[config.mk]
export PLATFORM = sky130hd
export DESIGN_NAME = dmem_arbiter
export DESIGN_NICKNAME = d
export VERILOG_FILES = /design/src/rtl/dmem_arb_pkg.sv /design/src/rtl/dmem_rr_select.sv /design/src/rtl/dmem_arbiter.sv
export SDC_FILE = /design/constraint.sdc
export NUM_CORES = 1
export LEC_CHECK = 0
export BUFFER_PORTS_ARGS = -buffer_cell sky130_fd_sc_hd__buf_2
export CORE_MARGIN = 2
export CORE_UTILIZATION = 39
export CTS_CLUSTER_DIAMETER = 120
export DETAILED_ROUTE_END_ITERATION = 8
export HOLD_SLACK_MARGIN = 0.08
export PLACE_DENSITY = 0.82
export SYNTH_ARGS = -nofsm -noshare
export SYNTH_HDL_FRONTEND = slang
export SYNTH_SLANG_ARGS = --single-unit
[constraint.sdc]
create_clock -name clk -period 1.1 [get_ports clk]
set_input_delay 0.165 -clock clk [delete_from_list [all_inputs] [get_ports clk]]
set_output_delay 0.165 -clock clk [all_outputs]
set_load 0.005 [all_outputs]
[src/rtl/dmem_arb_pkg.sv]
// Shared definitions for the data-memory arbiter: FSM state encoding and port indices.
package dmem_arb_pkg;

  localparam int unsigned ADDR_W_DEF = 9;
  localparam int unsigned DATA_W_DEF = 32;

  typedef enum logic [1:0] {
    ST_IDLE  = 2'd0,
    ST_ISSUE = 2'd1,
    ST_RESP  = 2'd2
  } state_t;

  localparam logic PORT_CORE = 1'b0;
  localparam logic PORT_AUX  = 1'b1;

endpackage

[src/rtl/dmem_rr_select.sv]
// Requester selection for the data-memory arbiter.
// Default: round-robin, the port that did not win last time wins a tie.
// DMEM_ARB_FIXED_PRIO_EN: the core port always wins a tie and `last` is ignored.
module dmem_rr_select
  import dmem_arb_pkg::*;
(
  input  logic [1:0] req,
  input  logic       last,
  output logic       sel,
  output logic       any
);

  assign any = |req;

`ifdef DMEM_ARB_FIXED_PRIO_EN
  logic unused_last;
  assign unused_last = last;

  // Core wins whenever it asks.
  assign sel = req[0] ? PORT_CORE : PORT_AUX;
`else
  // Single requester wins outright; on a tie the port that was not granted last wins.
  always_comb begin
    sel = PORT_CORE;
    if (req == 2'b11) begin
      sel = ~last;
    end else if (req[1]) begin
      sel = PORT_AUX;
    end
  end
`endif

endmodule

[src/rtl/dmem_arbiter.sv]
// Two-port arbiter in front of the single-port synchronous data RAM.
// Port 0 is the core, port 1 the loader/debug master. Each access takes an
// ISSUE cycle (grant + RAM command) and a RESP cycle (read data returned).
// Macro DMEM_ARB_FIXED_PRIO_EN selects fixed core priority instead of round-robin.
module dmem_arbiter
  import dmem_arb_pkg::*;
#(
  parameter int unsigned ADDR_W = ADDR_W_DEF,
  parameter int unsigned DATA_W = DATA_W_DEF
) (
  input  logic              clk,
  input  logic              rst,
  input  logic              m0_req,
  input  logic              m0_we,
  input  logic [ADDR_W-1:0] m0_addr,
  input  logic [DATA_W-1:0] m0_wdata,
  output logic              m0_gnt,
  output logic              m0_rvalid,
  output logic [DATA_W-1:0] m0_rdata,
  input  logic              m1_req,
  input  logic              m1_we,
  input  logic [ADDR_W-1:0] m1_addr,
  input  logic [DATA_W-1:0] m1_wdata,
  output logic              m1_gnt,
  output logic              m1_rvalid,
  output logic [DATA_W-1:0] m1_rdata,
  output logic              mem_we,
  output logic [ADDR_W-1:0] mem_addr,
  output logic [DATA_W-1:0] mem_din,
  input  logic [DATA_W-1:0] mem_dout
);

  logic [1:0]        req;
  logic              sel;
  logic              any;
  logic              last;
  logic              owner;
  state_t            state;
  logic [DATA_W-1:0] hold0;
  logic [DATA_W-1:0] hold1;

  assign req = {m1_req, m0_req};

  dmem_rr_select u_select (
    .req  (req),
    .last (last),
    .sel  (sel),
    .any  (any)
  );

`ifdef DMEM_ARB_FIXED_PRIO_EN
  assign last = PORT_AUX;
`else
  // Remember the most recently granted port for the next tie-break.
  always_ff @(posedge clk) begin
    if (rst) begin
      last <= PORT_AUX;
    end else if (state != ST_ISSUE && any) begin
      last <= sel;
    end
  end
`endif

  // Access sequencer: grant and RAM command are registered on entry to ISSUE,
  // since requester inputs are stable from req rise through the grant cycle.
  always_ff @(posedge clk) begin
    if (rst) begin
      state     <= ST_IDLE;
      owner     <= PORT_CORE;
      m0_gnt    <= 1'b0;
      m1_gnt    <= 1'b0;
      m0_rvalid <= 1'b0;
      m1_rvalid <= 1'b0;
      mem_we    <= 1'b0;
      mem_addr  <= '0;
      mem_din   <= '0;
      hold0     <= '0;
      hold1     <= '0;
    end else begin
      m0_gnt    <= 1'b0;
      m1_gnt    <= 1'b0;
      m0_rvalid <= 1'b0;
      m1_rvalid <= 1'b0;
      mem_we    <= 1'b0;
      mem_addr  <= '0;
      mem_din   <= '0;

      if (m0_rvalid) hold0 <= mem_dout;
      if (m1_rvalid) hold1 <= mem_dout;

      case (state)
        ST_IDLE, ST_RESP: begin
          if (any) begin
            state    <= ST_ISSUE;
            owner    <= sel;
            m0_gnt   <= (sel == PORT_CORE);
            m1_gnt   <= (sel == PORT_AUX);
            mem_we   <= (sel == PORT_AUX) ? m1_we    : m0_we;
            mem_addr <= (sel == PORT_AUX) ? m1_addr  : m0_addr;
            mem_din  <= (sel == PORT_AUX) ? m1_wdata : m0_wdata;
          end else begin
            state <= ST_IDLE;
          end
        end
        ST_ISSUE: begin
          state     <= ST_RESP;
          m0_rvalid <= (owner == PORT_CORE) && !mem_we;
          m1_rvalid <= (owner == PORT_AUX) && !mem_we;
        end
        default: begin
          state <= ST_IDLE;
        end
      endcase
    end
  end

  // RAM data arrives in the RESP cycle; pass it through and hold it afterwards.
  assign m0_rdata = m0_rvalid ? mem_dout : hold0;
  assign m1_rdata = m1_rvalid ? mem_dout : hold1;

endmodule

==> summary.txt <==
Routing
  • Remaining DRCs: 0
  • Initial drt markers: about 160
  • Final ANT Viol Nets: 0
  • DR WL/cell: approximately 22 um
  • Vias/cell: just over 5
  • Drt pass-1 iters: 4
  • Via count: between 4000 and 5000
  • Final WL: between 15000 and 20000 um

Floorplan
  • Core area: approximately 10000 sq um
  • Starting density of the core: 0.3973
  • Die width: 105.9 um
  • DIE HEIGHT: ~110 um
  • Die Area: roughly 11000 sq um
  • IO Count: between 200 and 250
  • Site row count: 37

CTS
  • Hold_buf cts: between 80 and 90
  • TritonCTS clock tree: done
  • Total CTS buffers: 17
  • CTS root buffer: clkbuf_8
  • Clock sink count: roughly 110
  • Clock Latency Late Sink: roughly 0.5 ns
  • Max H-tree Level: 4
  • Clock-pin slew on the worst setup and hold paths: approximately 0.06 ns
  • Clock Tree Buf Depth: 2

GRT
  • Initial antenna violation count: 1
  • GR Overflow Total: 0
  • First-pass GRT wire length: 24990 um
  • Gr usage total: 0.2979
  • Largest net degree at the start of global routing: 25
  • Vias in the first global route: about 4600

Timing
  • RSZ-0062 raised after global routing: true
  • Slew Limit Headroom: 0.7645
  • Setup TNS Final: -57.33 ns
  • Clock skew: around 0.012 ns
  • Top achievable clock speed: ~0.56 GHz
  • Endpoints failing setup: slightly below 200
  • Worst-margin pin slew: approximately 0.35 ns
  • Min Hold Slack: about 0.023 ns
  • Hold Vio Cnt, Final: 0
  • Final Max Slew Viols: 0
  • Final min period: 1.779 ns
  • Final worst-path cycle share: 1.617
  • Setup WS post-layout: -0.6786 ns

Logic synthesis
  • Yosys warning count: 0
  • Post-synthesis area per instance: about 12 sq um
  • Mapped cell area: 4046 sq um
  • Prevailing post-synth register cell: dfxtp_1
  • Library cells used by synthesis: 21
  • Yosys top cell area share: 0.5640
  • Most frequent cell after synthesis: dfxtp_1
  • Async SR Flop Fraction: 0
  • Largest cells by area after synthesis: dfxtp_1 (56%), mux2_2 (17%), and2_1 (9.9%)
  • Sequential area share after synthesis: 0.5640
  • Synth top cells by count: dfxtp_1 (114), and2_1 (64), mux2_2 (60), a22o_1 (32), buf_2 (11)
  • Post-Syn Nets: approximately 450
  • FF+latch count, synth: between 100 and 150
  • Post-Syn Instances: roughly 330
  • EDFF count, synth: 0
  • Largest area contributor in the synthesized netlist: dfxtp_1

Worst setup path
  • Critical path arrival: approximately 1.6 ns
  • R2R Setup Slk: -0.34 ns
  • Worst reg2reg path depth: 6
  • Startpoint type of the worst setup path: register
  • Critical Path RT: ~0.94 ns
  • Crit end category: primary output
  • Critical path class: reg -> out
  • Crit Path Max Fanout: 8

Run status
  • Failing checks: setup timing
  • Status: complete, but fails checks

Place
  • Dpl hpwl: 7966 um
  • RD Place Congestion: around 0.79
  • Dpl ws: -0.1314 ns
  • IO Port Bufs: ~230

Power
  • Final Power: roughly 0.012 W
  • LEAKAGE: around 4 nW
  • Pwr dens: 1420 nW/um^2
  • VDD IR max: 1.066 mV

Cells and area
  • Share of cells above drive strength 1: 0.6983
  • FILL cells: approximately 450
  • Area Overhead vs Synth: 113.6%
  • Final #Nets: ~820

Flow run
  • Max Cap Violations: 0

Hold path
  • Hold Path Stages: 3
  • Hold Crit Class: in -> reg
cells by family after synthesis:
group | Yosys count | share of synthesized area
muxes | 64 | 0.1781
DFF | 114 | 0.5640
buffers and inverters | 28 | 0.03865
AOI/OAI and AO/OA | 47 | 0.1088
and+or+nand+nor | 72 | 0.1104
power by group:
part	internal, W	switching [W]	leakage [nW]
clock	0.00379	0.00207	0.288
sequential	0.00432	0.0000864	0.940
combinational	0.00126	0.000749	2.89
total	0.00937	0.00290	4.11
layout make-up:
cell class              instances  area, sq um  area share
repair buffers                383         3359      0.3887
clock buffers                  19        441.7     0.05111
flip-flops and latches        114         2326      0.2691
diodes                          1        2.502   0.0002896
clock inverters                13        183.9     0.02128
multi-input cells             184         2143      0.2480
inverters                       3        15.01    0.001737
well taps                     136        170.2     0.01969
final timing paths:
kind	to	startpoint
hold reg to reg	m0_rvalid	owner
setup / recovery	m0_rdata[8]	m0_rvalid
hold / removal	hold1[9]	mem_dout[9]
setup reg to reg	mem_din[22]	last
flip-flops by register name, summed over array words and instances, names as in the netlist:
| signal | count |
|---|---|
| mem_addr | 9 |
| last | 1 |
| mem_we | 1 |
| m0_gnt | 1 |
| m0_rvalid | 1 |
| mem_din | 32 |
| state | 2 |
| owner | 1 |
| hold1 | 32 |
| m1_gnt | 1 |
| hold0 | 32 |
| m1_rvalid | 1 |
what timing repair did:
| item | in CTS | in global routing |
|---|---|---|
| endpoints found under the hold margin | 107 | 45 |
| cloned | 10 | 2 |
| pin swaps | 26 | 25 |
| endpoints found under the setup margin | 218 | 221 |
| buffers inserted | 24 | 20 |
| resized for setup | 114 | 129 |
routing by layer:
metal,wire length (um),vias up,global-route usage
li1,-,1896,-
met2,10100,263,0.5263
met4,1057,0,0.1852
met3,1299,74,0.09462
met1,6420,2071,0.3040
met5,0,-,0
critical path, cell delays in order, from the launching register on:
cell	delay (ns)
dfxtp_4	0.38
buf_12	0.13
buf_12	0.13
mux2_4	0.34
buf_6	0.13
cell usage in the layout (no fill, tap or decap), drive strengths merged, types with 2 or more instances in the layout:
master / synthesis / final
and3: 1 / 2
nor2: 2 / 2
mux2: 64 / 64
clkinvlp: 0 / 7
dlygate4sd3: 0 / 86
nand2b: 2 / 2
a22o: 42 / 42
and2: 64 / 64
dfxtp: 114 / 114
buf: 16 / 295
inv: 3 / 2
bufinv: 0 / 4
clkbuf: 9 / 20
clkinv: 0 / 3
metrics by stage:
stage | utilization | cells | cell area, sq um
2_1_floorplan | - | 325 | 4373
3_3_place_gp | 0.5576 | 687 | 5679
3_5_place_dp | 0.5576 | 687 | 5679
4_1_cts | 0.7977 | 840 | 8124
5_1_grt | 0.8485 | 853 | 8642
6_report | 0.8485 | 853 | 8642
No activity file was read; power rests on OpenSTA's default activity.
